`config.mk`:
```
export PLATFORM = sky130hd
export DESIGN_NAME = fir_tap_mac_reader
export DESIGN_NICKNAME = d
export VERILOG_FILES = /design/src/rtl/fir_tap_mac_reader.sv
export SDC_FILE = /design/constraint.sdc
export NUM_CORES = 1
export LEC_CHECK = 0
export BUFFER_PORTS_ARGS = -buffer_cell sky130_fd_sc_hd__buf_2
export CORE_MARGIN = 1
export CORE_UTILIZATION = 40
export CTS_CLUSTER_SIZE = 10
export DETAILED_ROUTE_END_ITERATION = 16
export PLACE_DENSITY = 0.69
export SYNTH_ARGS = -nofsm -noshare
export SYNTH_HDL_FRONTEND = slang
export SYNTH_SLANG_ARGS = --single-unit
```
`constraint.sdc`:
```
create_clock -name clk -period 9.7 [get_ports clk]
set_clock_uncertainty 0.2 [all_clocks]
set_input_delay 1.455 -clock clk [delete_from_list [all_inputs] [get_ports clk]]
set_output_delay 1.455 -clock clk [all_outputs]
set_load 0.01 [all_outputs]
```
`src/rtl/fir_tap_mac_reader.sv`:
```
// fir_tap_mac_reader: consumer end of the FIR tapped delay line.
// Snapshots N taps/coefficients on an input handshake, accumulates the dot
// product through one shared signed 16x16 multiplier (one product per cycle)
// and presents the result on a valid/ready output handshake.
// Optional build macro: FIR_ROUND_SAT_EN -- when defined, y_out is the Q30
// accumulator rounded (half up) to Q15 and saturated to 16 bits, then
// sign-extended; when undefined, y_out is the raw full-precision accumulator.
module fir_tap_mac_reader #(
  parameter int N     = 8,
  parameter int ACC_W = 32 + $clog2(N)
) (
  input  logic                    clk,
  input  logic                    rst,
  input  logic signed [15:0]      taps_in [0:N-1],
  input  logic signed [15:0]      coef_in [0:N-1],
  input  logic                    in_valid,
  output logic                    in_ready,
  output logic signed [ACC_W-1:0] y_out,
  output logic                    out_valid,
  input  logic                    out_ready
);

  localparam int IDX_W = $clog2(N);
  localparam logic [IDX_W-1:0] IDX_LAST = IDX_W'(N - 1);

  typedef enum logic [1:0] {
    IDLE = 2'd0,
    MAC  = 2'd1,
    OUT  = 2'd2
  } state_t;

  state_t state;
  state_t state_next;

  logic signed [15:0]      snap_tap  [0:N-1];
  logic signed [15:0]      snap_coef [0:N-1];
  logic signed [ACC_W-1:0] acc;
  logic [IDX_W-1:0]        idx;
  logic signed [31:0]      prod;
  logic                    last;

  // One shared multiplier reads the snapshot entry selected by idx.
  assign prod = snap_tap[idx] * snap_coef[idx];
  assign last = (idx == IDX_LAST);

  // State register; reset always wins over any in-flight work.
  always_ff @(posedge clk) begin
    if (rst) begin
      state <= IDLE;
    end else begin
      state <= state_next;
    end
  end

  // Next-state decode: accept in IDLE, N MAC cycles, hold in OUT until taken.
  always_comb begin
    state_next = state;
    case (state)
      IDLE: begin
        if (in_valid) begin
          state_next = MAC;
        end else begin
          state_next = IDLE;
        end
      end
      MAC: begin
        if (last) begin
          state_next = OUT;
        end else begin
          state_next = MAC;
        end
      end
      OUT: begin
        if (out_ready) begin
          state_next = IDLE;
        end else begin
          state_next = OUT;
        end
      end
      default: state_next = IDLE;
    endcase
  end

  // Handshake outputs decode directly from the state register.
  always_comb begin
    in_ready  = 1'b0;
    out_valid = 1'b0;
    case (state)
      IDLE:    in_ready  = 1'b1;
      MAC:     in_ready  = 1'b0;
      OUT:     out_valid = 1'b1;
      default: begin
        in_ready  = 1'b0;
        out_valid = 1'b0;
      end
    endcase
  end

  // Datapath: snapshot on accept, then one multiply-accumulate per MAC cycle.
  always_ff @(posedge clk) begin
    if (rst) begin
      acc <= '0;
      idx <= '0;
      for (int i = 0; i < N; i++) begin
        snap_tap[i]  <= 16'sd0;
        snap_coef[i] <= 16'sd0;
      end
    end else begin
      case (state)
        IDLE: begin
          if (in_valid) begin
            for (int i = 0; i < N; i++) begin
              snap_tap[i]  <= taps_in[i];
              snap_coef[i] <= coef_in[i];
            end
            acc <= '0;
            idx <= '0;
          end
        end
        MAC: begin
          acc <= acc + ACC_W'(prod);
          if (last) begin
            idx <= '0;
          end else begin
            idx <= idx + IDX_W'(1);
          end
        end
        default: begin
          acc <= acc;
          idx <= idx;
        end
      endcase
    end
  end

`ifdef FIR_ROUND_SAT_EN
  localparam logic signed [ACC_W:0] HALF_LSB = (ACC_W+1)'(16384);
  localparam logic signed [ACC_W:0] SAT_MAX  = (ACC_W+1)'(32767);
  localparam logic signed [ACC_W:0] SAT_MIN  = -(ACC_W+1)'(32768);

  logic signed [ACC_W:0] acc_ext;
  logic signed [ACC_W:0] rnd;

  // Round Q30 to Q15 (half up), saturate to 16 bits, sign-extend.
  always_comb begin
    acc_ext = {acc[ACC_W-1], acc};
    rnd     = (acc_ext + HALF_LSB) >>> 15;
    if (rnd > SAT_MAX) begin
      y_out = {{(ACC_W-16){1'b0}}, 16'h7FFF};
    end else if (rnd < SAT_MIN) begin
      y_out = {{(ACC_W-16){1'b1}}, 16'h8000};
    end else begin
      y_out = {{(ACC_W-16){rnd[15]}}, rnd[15:0]};
    end
  end
`else
  // Raw build: result is the registered full-precision accumulator.
  always_comb begin
    y_out = acc;
  end
`endif

endmodule
```
==> summary.md <==
| Metric | Value |
|---|---|
| Failing checks | design-rule violations |
| Crit-path max FO | 31 |
| Fill count | 5,260 |
| CP endpoint kind | flop |
| Crit path kind | reg2reg |
| Avg WL per Cell | 19.05 um |
| Status | finished, violations left |
| Critical Path RT | 9.94 ns |
| Initial DRC count | 1,017 |
| Commonest non-fill, non-tap cell in the layout | inv_1 |
| Post-route minimum period | 8.545 ns |
| First-pass GRT wire length | 93,860 um |
| Synth top area share | 32.06% |
| Synth cell types | 59 |
| Port buffer count | 296 |
| Worst hold path type | reg2reg |
| Ports | 297 |
| Router iterations before antenna repair | 12 |
| Clock share of power | 15.4% |
| RSZ-0062 raised after global routing | false |
| P_leak | 0.01265 uW |
| Synth top area cells | edfxtp_1 (32%), fa_1 (26%), mux4_2 (6.0%) |
| Slew @ Worst Pin | 1.220 ns |
| Pre-CTS setup slack | 1.276 ns |
| Syn nets | 2,710 |
| Antenna Violating Nets Remaining | 0 |
| Nets | 3,001 |
| Comb pwr share | 64.6% |
| CTS clk-pin slew, worst paths | 0.05 ns |
| Post-DP HPWL | 47,710 um |
| Chip height | 246.8 um |
| Yosys reg bits | 299 |
| Dominant synthesized flop cell | edfxtp_1 |
| Sw Share | 44.46% |
| Total CTS buffers | 36 |
| Cells after synthesis | 2,034 |
| Power Total | 8029 uW |
| CTS H-tree lvls | 2 |
| CTS tree | yes |
| Register area share after synthesis | 35.65% |
| Post-synth top area cell | edfxtp_1 |
| GP Congestion | 0.9160 |
| Fin. Hold Viols | 0 |
| Starting Density | 40.55% |
| Largest net degree at the start of global routing | 201 |
| Post-cts sizing count | 0 |
| Global route overflow | 0 |
| Later-pin clock latency in the skew report | 0.57 ns |
| CTS Buffer Depth | 3 |
| Seq. cell area | 8554 um^2 |
| Mapped Area | 23,980 um^2 |
| Die Footprint | 60,930 um^2 |
| Max-slew headroom | 16.34% |
| Vias in the first global route | 16,910 |
| Switch Pwr | 3569 uW |
| Pwr Density | 291.9 nW/um^2 |
| Synth-to-Final Area Change | 14.74% |
| Final-report setup violation count | 0 |
| Layout cells sized above 1 | 20.37% |
| Flop pwr share | 20.0% |
| Met3 wire len | 3590 um |
| Setup Buffers After CTS | 0 |
| Startpoint Class | flop |
| Clock Sink Count | 299 |
| WP data arrival | 8.78 ns |
| DRT met1 WL | 25,360 um |
| # placed instances | 3,060 |
| Max Used Layer | met4 |
| Die W | 246.8 um |
| Slew Viols, Final | 0 |
| Fin worst setup slack | 1.155 ns |
| Hold_buf cts | 0 |
| Most frequent cells in the layout | inv_1 (362), fa_1 (310), buf_2 (295), edfxtp_1 (256), and2_1 (196) |
| Vias | 15,650 |
| Area of the multi-input gates | 13,790 um^2 |
| MaxCap Viol Count | 0 |
| Post-synth EDFFs | 256 |
| Setup_tns | 0 ns |
| VDD IR max | 0.2089 mV |
| Via density per instance | 5.011 |
| Drt drc | 4 |
| Core area | 59,130 um^2 |
| Initial antenna violation count | 4 |
| Share of flip-flops with an asynchronous set or reset | 0% |
| Highest clock rate | 0.1170 GHz |
| Tcrit/Tclk final | 88.09% |
| Post-Layout Cell Count | 3,123 |
| Wire length on met2 | 28,680 um |
| Tot GR Track Use | 20.07% |
| Yosys warnings | 0 |
| Rows | 89 |
| Clock Tree Root | clkbuf_16 |
| Syn Area/Cell | 11.79 um^2 |
| Final WL | 59,500 um |
| Int Pwr | 4459 uW |
cells in the mapped netlist (all sizes together) (8+ instances only):
cell / count
a21o: 11
a21oi: 28
a22o: 14
a22oi: 19
and2: 196
buf: 14
clkbuf: 61
dfxtp: 43
edfxtp: 256
fa: 310
ha: 106
inv: 362
mux2: 23
mux2i: 26
mux4: 64
nand2: 132
nor2: 177
nor2b: 70
o21ai: 12
xnor2: 26
xor2: 8
worst paths after layout:
| kind | start | end | slack, ns | depth (start not counted) |
|---|---|---|---|---|
| hold reg to reg | y_out[31] | y_out[31] | 0.33 | 1 |
| setup reg to reg | flop | y_out[32] | 1.16 | 24 |
| hold / removal | y_out[31] | y_out[31] | 0.33 | 1 |
| setup / recovery | flop | y_out[32] | 1.16 | 24 |
metrics by stage:
step	hold slack (ns)	util, %	cell area, um^2
after floorplan	0.2920	-	23980
after global placement	0.3282	44.70	26430
after detailed placement	0.3248	44.70	26430
after CTS	0.3434	46.51	27500
after global routing	0.3481	46.52	27510
final	0.3308	46.52	27510
power by group through the flow:
stage	clock, uW	combinational, uW	sequential, uW
floorplan	0	4060	1630
global placement	0	5010	1630
detailed placement	0	5130	1630
CTS	1260	5150	1610
global route	1310	5860	1620
finish	1240	5190	1610
sequential cells by signal, indices dropped and copies added (netlist names), named ones only:
register	flops
snap_tap	128
y_out	35
snap_coef	128
state	2
idx	3
logic make-up (layout without fill, tap and decap cells):
kind of cell	count (synthesis)	in the layout	synth area share [%]
AOI/OAI and AO/OA	128	128	3.997
xor gates and xnor gates	34	34	1.242
adders and majority gates	416	416	31.41
buffers and inverters	437	750	6.920
DFF	299	299	35.65
muxes	113	113	8.177
other	0	3	0
and+or+nand+nor	607	607	12.60
layout make-up:
class	instances	area share, %
clock buffer	54	3.520
multi-input combinational	1298	50.12
timing repair buffer	328	6.404
inverter	362	4.939
tap	773	3.516
clock inverter	6	0.3775
sequential	299	31.10
antenna	3	0.02729
worst max-delay path: stages, from the launching register on:
cell,delay [ns]
dfxtp_4,0.78
buf_4,0.31
mux4_2,0.54
mux2i_1,0.96
nor2_1,0.17
fa_1,0.53
inv_1,0.05
fa_1,0.46
fa_1,0.51
fa_1,0.54
inv_1,0.05
fa_1,0.47
inv_1,0.05
fa_1,0.47
inv_1,0.04
ha_1,0.34
a21oi_1,0.25
o21bai_1,0.09
a21oi_1,0.18
o211ai_1,0.21
a31oi_1,0.36
a21oi_1,0.19
a211oi_2,0.31
xnor2_1,0.11
a22o_1,0.21
layer usage:
layer | GRT usage [%] | up-vias
met5 | 0 | -
met1 | 27.11 | 7798
met4 | 6.917 | 0
met2 | 32.96 | 615
li1 | - | 7121
met3 | 3.050 | 115
Power figures use the tool's default switching activity.
